## src/rtl/fft_bin_reader.sv

```systemverilog
// fft_bin_reader: per-frame reader of selected FFT magnitude bins from BRAM,
// streaming peak-held (decaying) magnitudes with a valid/ready handshake.
module fft_bin_reader #(
    parameter int NUM_BINS_MAX = 6,
    parameter int READ_LATENCY = 2,
    parameter int DECAY = 4,
    localparam int IW = NUM_BINS_MAX > 1 ? $clog2(NUM_BINS_MAX) : 1
) (
    input  logic                         clock,
    input  logic                         reset,
    input  logic                         fft_we,
    input  logic                         fft_last,
    input  logic [3:0]                   bin,
    input  logic [10*NUM_BINS_MAX-1:0]   bin_addr,
    output logic [9:0]                   bram_addrb,
    input  logic [8:0]                   bram_doutb,
    output logic [8:0]                   mag_data,
    output logic [IW-1:0]                mag_index,
    output logic                         mag_valid,
    input  logic                         mag_ready,
    output logic                         julian_done
);
    typedef enum logic [2:0] {IDLE, LATCH, READ, WAIT, PRESENT} state_t;
    state_t state, state_nx;
    logic [3:0] count, count_in, k_inc;
    logic [9:0] addr_r [NUM_BINS_MAX];
    logic [8:0] held [NUM_BINS_MAX];
    logic [IW-1:0] k;
    logic [7:0] wcnt;
    logic overrun, frame_raw, last, wait_done;
    logic [8:0] decayed, peak;

    assign count_in = bin > 4'(NUM_BINS_MAX) ? 4'(NUM_BINS_MAX) : bin;
    assign k_inc = 4'(k) + 4'd1;
    assign last = k_inc >= count;
    assign wait_done = wcnt == 8'(READ_LATENCY);
    assign decayed = held[k] > 9'(DECAY) ? held[k] - 9'(DECAY) : 9'd0;
    // An overrun anywhere since the previous frame makes the history untrustworthy
    assign peak = (overrun || frame_raw) ? bram_doutb : (bram_doutb > decayed ? bram_doutb : decayed);

    always_ff @(posedge clock or posedge reset) begin
        if (reset) state <= IDLE;
        else state <= state_nx;
    end

    always_comb begin
        state_nx = state;
        case (state)
            IDLE:    state_nx = fft_last ? LATCH : IDLE;
            LATCH:   state_nx = count == 4'd0 ? IDLE : READ;
            READ:    state_nx = WAIT;
            WAIT:    state_nx = wait_done ? PRESENT : WAIT;
            PRESENT: state_nx = mag_ready ? (last ? IDLE : READ) : PRESENT;
            default: state_nx = IDLE;
        endcase
    end

    always_comb begin
        mag_valid = state == PRESENT;
        mag_data = held[k];
        mag_index = k;
    end

    always_ff @(posedge clock or posedge reset) begin
        if (reset) begin
            julian_done <= 1'b1;
            bram_addrb <= '0;
            k <= '0;
            wcnt <= '0;
            count <= '0;
            overrun <= 1'b0;
            frame_raw <= 1'b0;
            for (int i = 0; i < NUM_BINS_MAX; i++) begin
                held[i] <= '0;
                addr_r[i] <= '0;
            end
        end else begin
            if (state == IDLE && fft_last) begin
                count <= count_in;
                for (int i = 0; i < NUM_BINS_MAX; i++) addr_r[i] <= bin_addr[10*i +: 10];
                k <= '0;
                julian_done <= 1'b0;
                frame_raw <= overrun;
                overrun <= 1'b0;
            end else begin
                if (fft_we && !julian_done) overrun <= 1'b1;
                if (state == IDLE) julian_done <= 1'b1;
            end
            if (state == LATCH) bram_addrb <= addr_r[0];
            if (state == READ) wcnt <= 8'd1;
            if (state == WAIT) begin
                wcnt <= wcnt + 8'd1;
                if (wait_done) held[k] <= peak;
            end
            if (state == PRESENT && mag_ready) begin
                if (last) begin
                    k <= '0;
                    julian_done <= 1'b1;
                end else begin
                    k <= k_inc[IW-1:0];
                    bram_addrb <= addr_r[k_inc[IW-1:0]];
                end
            end
        end
    end
endmodule
```

## config.mk

```make
export PLATFORM = sky130hd
export DESIGN_NAME = fft_bin_reader
export DESIGN_NICKNAME = d
export VERILOG_FILES = /design/src/rtl/fft_bin_reader.sv
export SDC_FILE = /design/constraint.sdc
export NUM_CORES = 1
export LEC_CHECK = 0
export CAP_MARGIN = 10
export CORE_MARGIN = 2
export CORE_UTILIZATION = 30
export CTS_BUF_LIST = sky130_fd_sc_hd__clkbuf_4 sky130_fd_sc_hd__clkbuf_8 sky130_fd_sc_hd__clkbuf_16
export DETAILED_ROUTE_END_ITERATION = 7
export PLACE_DENSITY = 0.47
export SLEW_MARGIN = 25
export SYNTH_ARGS = -nofsm -noshare
export SYNTH_HDL_FRONTEND = slang
export SYNTH_SLANG_ARGS = --single-unit
```

## constraint.sdc

```tcl
create_clock -name clock -period 7.3 [get_ports clock]
set_input_delay 1.825 -clock clock [delete_from_list [all_inputs] [get_ports clock]]
set_output_delay 1.825 -clock clock [all_outputs]
set_load 0.01 [all_outputs]
```

---- Word-level counts from Yosys, hierarchy flattened ----
Cells that the tools add are included.
cells by class
  add/sub/neg operators ................... 3
  $lt $le $gt $ge ......................... 7
  equal/unequal tests ..................... 5
  multiplexer cells ....................... 33
  bitwise operators ....................... 2
  reduce and logical (&&, ||, !) cells .... 12
operators by type and width
  cell                                                                             count
  54-bit bitwise mux                                                               1
  9-bit two-way mux                                                                6
  10-bit two-way mux                                                               5
  10-bit binary-select mux with 3-bit select                                       1
  9-bit binary-select mux with 3-bit select                                        1
  9-bit demux with 3-bit select                                                    1
  8-bit two-way mux                                                                2
  3-bit two-way mux                                                                5
  3-bit one-hot mux with 5 select lines                                            1
  9-bit by 3-bit greater-than comparator with 1-bit output, second input constant  1
  9-bit greater-than comparator                                                    1
  9-bit by 3-bit subtractor with 9-bit output, second input constant               1
  8-bit by 1-bit adder with 8-bit output, second input constant                    1
  8-bit by 2-bit equality test with 1-bit output, second input constant            1
  4-bit greater-or-equal comparator, second input constant                         2
  3-bit NOT with 4-bit output                                                      2
  1-bit two-way mux                                                                7
  3-bit by 2-bit equality test with 1-bit output, second input constant            2
  2-bit nonzero test                                                               3
  3-bit by 1-bit adder with 4-bit output, second input constant                    1
  4-bit greater-or-equal comparator                                                1
  4-bit by 3-bit greater-than comparator with 1-bit output, second input constant  1
  1-bit logical AND                                                                4
  4-bit logical NOT                                                                1
  9 further kinds                                                                  10
storage, ports and cells
  bits in registers ....................... 145
  bits of input ports ..................... 78
  output and inout port bits .............. 24
  logic and storage cells ................. 82

---- Depth between registers and ports, before layout ----
Gate-level depths: netlist of run 1.
  depth after elaboration ................. 10
  gate-level depth with buffers ........... 19
  depth with buffers taken out ............ 16

---- Worst setup path after synthesis of run 1 ----
OpenSTA, ideal clock, no wires.
  path type ............................... register to register
  start ................................... reg k[0] (netlist: mag_index[0])
  end ..................................... reg held[53] in the netlist's numbering
  library setup time ...................... 85 ps
  data arrival time ....................... 4141 ps
  data required time ...................... 7215 ps
  setup slack ............................. 3074 ps
  stages on the path, launching flop included .. 17
  buffers on the path ..................... 2
  clock period less this slack ............ 4226 ps
  path through ............................ dfrtp_1 > buf_6 > mux2_2 > a222oi_1 > ha_1 > o2111ai_1 > a2111o_1 > nand2_1 > inv_1 > ha_1 > nand4_1 > nor4_1 > and4_1 > a21oi_1 > buf_2 > or4_1 > o21ai_0
between the ends
  cells in the longest elaborated chain, start to end .. 10
  elaborated cells on any way between the ends .. 16
  classes of those cells .................. add/sub (1); order compare (4); mux (9); bitwise (1); reduce/logical (1)
RTL lines
  element                                                                                                                         line    text
  start: declaration                                                                                                              28      logic [IW-1:0] k;
  start signal: assignment                                                                                                        100     k <= k_inc[IW-1:0];
  3-bit NOT with 4-bit output (implied by the code) (*)                                                                           37, 93
  9-bit binary-select mux with 3-bit select                                                                                       37      assign decayed = held[k] > 9'(DECAY) ? held[k] - 9'(DECAY) : 9'd0;
  9-bit two-way mux (implied by the code) (2 in a row)                                                                            37
  9-bit by 3-bit subtractor with 9-bit output / 9-bit by 3-bit greater-than comparator with 1-bit output (equally long branches)  37
  9-bit two-way mux                                                                                                               37
  9-bit greater-than comparator                                                                                                   39      assign peak = (overrun || frame_raw) ? bram_doutb : (bram_doutb > decayed ? bram_doutb : decayed);
  9-bit two-way mux (2 in a row)                                                                                                  39
  54-bit bitwise mux (*)                                                                                                          93      if (wait_done) held[k] <= peak;
  end signal: indexed assignment                                                                                                  93
  end: declaration                                                                                                                27      logic [8:0] held [NUM_BINS_MAX];
Every way passes the cells marked *; elsewhere a longest branch is shown, timed or not. The select of a mux whose other input is x is not followed.
A chain may end at the register's enable or synchronous reset.

---- Worst setup path after layout of run 1 ----
  start ................................... reg k[0] (netlist: mag_index[0])
  end ..................................... reg held[6] in the netlist's numbering
The elaborated chain is that of the path after synthesis.

==> qor.yml, run 1 <==
outcome:
  status: "finished, final reports clean"
route:
  drt-pass1-iter-count: 5
  viasPerCell: 5.22
  routed_wl_um: 21300
  antenna_left: 0
  dr_total_vias: 5641
  drc: 0
  post_drt_wl_per_cell_um: 19.8
  drtIter0Drc: 309
run:
  cap_violations: 0
die:
  core_mm2: 0.0242
  num_rows: 57
  ios: 102
  fp.dieH_um: 161
  initial_utilization: 0.305
  fp.dieArea_mm2: 0.0259
  fp.dieW_um: 161
logic_synthesis:
  synth_cells: 653
  synth_cell_type_count: 55
  yosysTopAreaCellShare: 0.487
  ys_seq_area_frac: 0.490
  synth_ff_type: "dfrtp_1"
  syn_nets: 749
  synth-edff-count: 0
  netlist_top_cells_area: "dfrtp_1 (49%), mux2_2 (13%), mux2i_1 (4.1%)"
  yosys_warnings: 0
  ys_ff_latch: 145
  async_flop_share: 1.00
  syn_area_mm2: 0.00740
  yosysTopAreaCell: "dfrtp_1"
  syn_avg_cell_area_um2: 11.3
critical_path:
  critPathMaxFanout: 31
  critPathKind: "reg -> reg"
  arrival_ns: 5.75
  endpoint_kind: "flip-flop"
  critical_path.startpoint: "mag_index[0]$_DFFE_PP0P_"
  path_cells: "buf_4 > mux4_2 > a22oi_1 > inv_1 > ha_1 > o2111ai_1 > a2111o_1 > nand2_1 > ha_1 > o21ai_0 > a211oi_1 > o21ai_0 > a21oi_2 > or2_0 > o221ai_1"
  slowest_stage: "a21oi_2"
  cp-start-kind: "flip-flop"
  rr_startpoint: "mag_index[0]$_DFFE_PP0P_"
  cp.required_ns: 7.58
  cpPeakStageDelay_ns: 0.64
  worst-r2r-setup-slack_ns: 1.83
clocking:
  h-tree-depth: 4
  clock_latency_ns: 0.43
  clkTransAtPathRegs_ns: 0.07
  clock-root-buffer: "clkbuf_16"
  post_cts_buffers: 0
  cts.sinks: 145
  cts-buffers-inserted: 17
  post_cts_resized: 0
  hold_buffers: 0
  clockBufferDepth: 2
  cts_tree: "built"
sta:
  timing.fmax_ghz: 0.183
  rsz0062_at_grt: "false"
  min_period_over_period: 0.749
  final.min_clock_period_ns: 5.47
  worstMarginPinSlew_ns: 0.890
  hold_viol: 0
  skew_ns: 0.00933
  drv_slew: 0
  finalSetupViolCount: 0
  max_slew_margin: 0.405
  tns_ns: 0
finish:
  final_cell_mix: "dfrtp_1 (143), clkdlybuf4s50_1 (101), mux2_2 (84), nand2_1 (67), o21ai_0 (43)"
  areaGrowthSynthToFinish_pct: 27.1
  final_common_cell: "dfrtp_1"
  fin_cells: 1080
  drive_gt1_frac: 0.199
  final_nets: 838
  utilization: 0.388
placed_design:
  place_inst: 1047
  port_buffers: 101
  dpl.hpwl_um: 15000
  gp_congestion: 0.920
min_path:
  hold_class: "reg -> reg"
  hp-start: "held[34]$_DFFE_PP0P_"
global_route:
  grt_pass1_wl_um: 33900
  gr-total-overflow: 0
  antenna_found_initial: 1
  grt_use_total: 0.171
  grt_pass1_vias: 6025
  grt_max_degree: 83
power_and_ir_drop:
  leakage_nw: 3.90
  peakVddDrop_mv: 0.140
  p_per_area_mw_per_mm2: 405
==> cells by family after synthesis <==
kind of cell               Yosys count  synth area share
muxes                              127             0.207
buffers and inverters               61            0.0330
AOI/OAI and AO/OA                  139             0.125
xor gates and xnor gates             4           0.00473
and+or+nand+nor                    159             0.109
adders and majority gates           18            0.0304
DFF                                145             0.490
==> report_power, final <==
group	leakage [nW]	internal (mW)	total [mW]	switching, mW
combinational	1.98	0.774	1.58	0.809
clock	0.299	0.549	0.932	0.383
sequential	1.62	1.10	1.30	0.202
total	3.90	2.42	3.81	1.39
==> metal layers <==
layer,vias to the layer above,global-route usage,part of all wire
li1,2586,-,-
met1,2832,0.218,0.43
met2,181,0.268,0.47
met3,42,0.0583,0.073
met4,0,0.0682,0.024
met5,-,0,0
==> path summary, 6_finish.rpt <==
check | to | cells after the start
hold / removal | held[34]$_DFFE_PP0P_ | 2
setup reg to reg | held[6]$_DFFE_PP0P_ | 15
setup / recovery | held[6]$_DFFE_PP0P_ | 15
max in group asynchronous | mag_index[0]$_DFFE_PP0P_ | 3
min in group asynchronous | wcnt[6]$_DFFE_PP0P_ | 2
hold reg to reg | held[34]$_DFFE_PP0P_ | 2
==> sequential cells by signal, summed over array words and instances (netlist names) <==
| signal | flops |
|---|---|
| addr_r | 60 |
| bram_addrb | 10 |
| count | 4 |
| frame_raw | 1 |
| held | 54 |
| julian_done | 1 |
| mag_index | 3 |
| overrun | 1 |
| state | 3 |
| wcnt | 8 |
==> through the flow <==
stage	cell area (um2)	setup slack, ns	total power, mW	hold WS [ns]
5_1_grt	9400	1.46	4.08	0.516
2_1_floorplan	7400	1.58	2.33	0.449
3_5_place_dp	8770	1.58	2.90	0.471
3_3_place_gp	8770	1.72	2.86	0.464
6_report	9400	1.83	3.81	0.481
4_1_cts	9390	1.58	3.85	0.485
==> cell usage after synthesis (3+ instances only) <==
| cell type | count |
|---|---|
| nand4_1 | 4 |
| a22oi_1 | 8 |
| nor2b_1 | 16 |
| o221ai_1 | 21 |
| mux2i_1 | 30 |
| xnor2_1 | 4 |
| mux4_2 | 12 |
| ha_1 | 18 |
| nand2_1 | 67 |
| dfrtp_1 | 144 |
| nor3_1 | 12 |
| buf_2 | 6 |
| a21oi_1 | 28 |
| nor4b_1 | 4 |
| nand2b_1 | 5 |
| nand3_1 | 10 |
| a21o_1 | 5 |
| or4_1 | 4 |
| buf_1 | 3 |
| o21ai_0 | 43 |
| mux2_2 | 84 |
| inv_1 | 20 |
| a22o_1 | 4 |
| and2_1 | 9 |
| a222oi_1 | 4 |
| a211oi_1 | 13 |
| nor2_1 | 10 |
| clkbuf_1 | 31 |
==> final cells by class <==
| cell class | instances | area (um2) |
|---|---|---|
| Antenna cell | 1 | 2.50 |
| Clock buffer | 17 | 425 |
| Clock inverter | 15 | 195 |
| Fill cell | 2399 | 14800 |
| Inverter | 20 | 80.1 |
| Multi-Input combinational cell | 447 | 3570 |
| Sequential cell | 145 | 3630 |
| Tap cell | 324 | 405 |
| Timing Repair Buffer | 111 | 1100 |
==> worst max-delay path: cells and delay by family, from the launching register on <==
kind | cells | cell delay, ns
and+or+nand+nor | 2 | 0.87
muxes | 1 | 0.57
DFF | 1 | 0.49
buffers and inverters | 2 | 0.62
AOI/OAI and AO/OA | 8 | 2.15
adders and majority gates | 2 | 0.60
(Power assumes the default switching activity.)
==> inputs of run 2 (changes only) <==
Clock period 7.3 ns to 5.4 ns, I/O delays scaled along.
==> run 2 against run 1 <==
Effect of this change:
- first-iteration DRC count decreased by 12%
- critical endpoint is now held[11]$_DFFE_PP0P_
- die area unchanged
- clock power increased by 23%
- utilization decreased by 0.072 points
- clock skew increased by 0.013 ns
- non-clock buffer count increased by 9
- clock-buffer cell count unchanged
- critical path depth increased by 1
- fmax increased by 12%
- flip-flop and latch count unchanged
- combinational power increased by 37%
==> qor.yml, run 2 (synthesis gave the netlist of run 1 again) <==
sta:
  final.min_clock_period_ns: 4.89  # -0.584 ns
  finalSetupViolCount: 0  # unchanged
  timing.fmax_ghz: 0.205  # +12%
  max_slew_margin: 0.414  # +0.00922
  worstMarginPinSlew_ns: 0.879  # -0.0113 ns
  min_period_over_period: 0.905  # +0.156
  hold_viol: 0  # unchanged
  drv_slew: 0  # unchanged
  skew_ns: 0.0223  # +0.0130 ns
  rsz0062_at_grt: "false"
  fin_hold_ws_ns: 0.483  # +0.00163 ns
  tns_ns: 0  # unchanged
power_and_ir_drop:
  power.net_switching_mw: 1.92  # +38%
  power_frac_clock: 0.227  # -0.017
  swShare: 0.378  # +0.0124
  p_per_area_mw_per_mm2: 542  # +34%
  pwr-share-seq: 0.346  # +0.006
  peakVddDrop_mv: 0.248  # +77%
  p_int_mw: 3.17  # +31%
  leakage_nw: 3.92  # +0.54%
  combinationalPowerShare: 0.427  # +0.012
route:
  drc: 0  # unchanged
  drtIter0Drc: 272  # -12%
  dr_total_vias: 5672  # +0.55%
  viasPerCell: 5.21  # -0.19%
  routed_wl_um: 21200  # -0.75%
  post_drt_wl_per_cell_um: 19.5  # -1.5%
  antenna_left: 0  # unchanged
  drt-pass1-iter-count: 7  # +2
placed_design:
  gp_congestion: 0.883  # -3.9%
  dpl.hpwl_um: 14900  # -0.44%
  port_buffers: 101  # unchanged
critical_path:
  timing.rr.end: "held[11]$_DFFE_PP0P_"
  cp-endpoint: "held[11]$_DFFE_PP0P_"
  cpPeakStageDelay_ns: 0.65  # about the same
  critPathKind: "reg -> reg"
  rr_startpoint: "mag_index[2]$_DFFE_PP0P_"
  worst-path-buf-inv: 3  # +1
  slowest_stage: "or4_1"
  critPathMaxFanout: 19  # -39%
  cp-start-kind: "flip-flop"
  cp.depth: 16  # +1
  critical_path.startpoint: "mag_index[2]$_DFFE_PP0P_"
  endpoint_kind: "flip-flop"
  arrival_ns: 5.23  # -0.52 ns
  path_cells: "nor2b_1 > a22oi_1 > inv_1 > ha_1 > o2111ai_1 > a2111o_1 > nand2_1 > inv_1 > ha_1 > nand4_1 > nor4_1 > and4_1 > a21oi_1 > buf_4 > or4_1 > o21ai_0"
  cp.required_ns: 5.75  # -1.83 ns
  worst-r2r-setup-slack_ns: 0.51  # -1.32 ns
  rr_worst_depth: 16  # +1
  critPathTopFamily: "simple AND/OR/NAND/NOR gates"
die:
  fp.dieW_um: 161  # unchanged
  fp.dieArea_mm2: 0.0259  # unchanged
  core_mm2: 0.0242  # unchanged
  initial_utilization: 0.305  # unchanged
  ios: 102  # unchanged
  fp.dieH_um: 161  # unchanged
  num_rows: 57  # unchanged
finish:
  n_fill_cell: 2376  # -0.96%
  final_cell_mix: "dfrtp_1 (143), clkdlybuf4s50_1 (101), mux2_2 (84), nand2_1 (67), o21ai_0 (43)"
  final_nets: 847  # +1.1%
  largest_register: "addr_r"
  diodes: 0  # -1
  largest_reg_flops: 60  # unchanged
  drive_gt1_frac: 0.207  # +0.00813
  final_common_cell: "dfrtp_1"
  reg_top3: "addr_r x60, held x54, bram_addrb x10"
  areaGrowthSynthToFinish_pct: 26.8
clocking:
  clock-root-buffer: "clkbuf_16"
  h-tree-depth: 4  # unchanged
  clockBufferDepth: 2  # unchanged
  cts-buffers-inserted: 17  # unchanged
  cts.sinks: 145  # unchanged
  hold_buffers: 0  # unchanged
  cts_tree: "built"
  clock_latency_ns: 0.44  # about the same
  clkTransAtPathRegs_ns: 0.07  # about the same
global_route:
  gr-total-overflow: 0  # unchanged
  use_met1: 0.211  # -0.00724
  grt.met3_usage: 0.0624  # +0.00411
  grt_pass1_wl_um: 33800  # -0.41%
  busiest_layer: "met2"
  grt_pass1_vias: 6017  # -0.13%
  grt_max_degree: 95  # +14%
  grt_use_total: 0.169  # -0.00178
  antenna_found_initial: 1  # unchanged
  gr-usage-met2: 0.275  # +0.00761
min_path:
  hp-start: "held[7]$_DFFE_PP0P_"
  hold_class: "reg -> reg"
run:
  cap_violations: 0  # unchanged
outcome:
  status: "finished, final reports clean"
==> run 2: cell types whose count changed in the layout (fill, tap and decap cells not counted), sizes merged <==
cell / change
buf: +9
bufinv: -3
clkinv: +3
clkinvlp: -2
inv: +2
diode: -1
==> run 2: what timing repair did <==
item	in CTS	in global routing
buffers inserted	0	2
setup endpoints to repair	0	19
resized for setup	0	1
==> run 2: worst min path at each step <==
stage                                      end  slack (ns)  cells after the start
after detailed placement   held[7]$_DFFE_PP0P_        0.47                      2
final                      held[7]$_DFFE_PP0P_        0.48                      2
after CTS                  held[7]$_DFFE_PP0P_        0.49                      2
after floorplan           held[43]$_DFFE_PP0P_        0.45                      2
after global routing      held[43]$_DFFE_PP0P_        0.51                      2
after global placement    held[43]$_DFFE_PP0P_        0.47                      2
==> run 2: stage by stage <==
stage / area [um2] / utilization / cells / worst slack [ns] / power [mW]
floorplan: 7400 / - / 653 / 0.157 / 3.16
global route: 9390 / 0.387 / 1088 / 0.0198 / 5.44
global placement: 8810 / 0.363 / 1054 / 0.549 / 3.89
CTS: 9370 / 0.386 / 1086 / 0.323 / 5.13
finish: 9390 / 0.387 / 1088 / 0.513 / 5.09
detailed placement: 8810 / 0.363 / 1054 / 0.347 / 3.95
==> run 2: area by class of cell <==
class / instances / area (um2) / area share
Multi-Input combinational cell: 447 / 3550 / 0.378
Tap cell: 324 / 405 / 0.0432
Sequential cell: 145 / 3630 / 0.387
Inverter: 20 / 80.1 / 0.00853
Timing Repair Buffer: 120 / 1150 / 0.123
Clock buffer: 17 / 425 / 0.0453
Clock inverter: 15 / 138 / 0.0147
==> run 2: power by group through the flow <==
stage	Sequential (mW)	Clock [mW]	Combinational (mW)
after floorplan	1.67	0	1.48
after global placement	1.77	0	2.12
after detailed placement	1.79	0	2.17
after CTS	1.77	1.18	2.18
after global routing	1.82	1.23	2.39
final	1.76	1.15	2.17
==> run 2: tightest hold or removal path, delay by kind of cell (launching register included) <==
family | cells | cell delay [ns]
and+or+nand+nor | 1 | 0.05
DFF | 1 | 0.34
AOI/OAI and AO/OA | 1 | 0.06
==> run 2: layer usage <==
| metal | routed length (um) | vias to the layer above | part of all wire |
|---|---|---|---|
| li1 | - | 2612 | - |
| met1 | 9150 | 2853 | 0.43 |
| met2 | 10100 | 182 | 0.48 |
| met3 | 1630 | 25 | 0.077 |
| met4 | 325 | 0 | 0.015 |
| met5 | 0 | - | 0 |
==> inputs of run 3 (changes only) <==
Settings changed: CTS_CLUSTER_SIZE set to 28.
==> results of run 3 <==
Same layout as run 2: the final DEF is identical, and so are final timing and power.
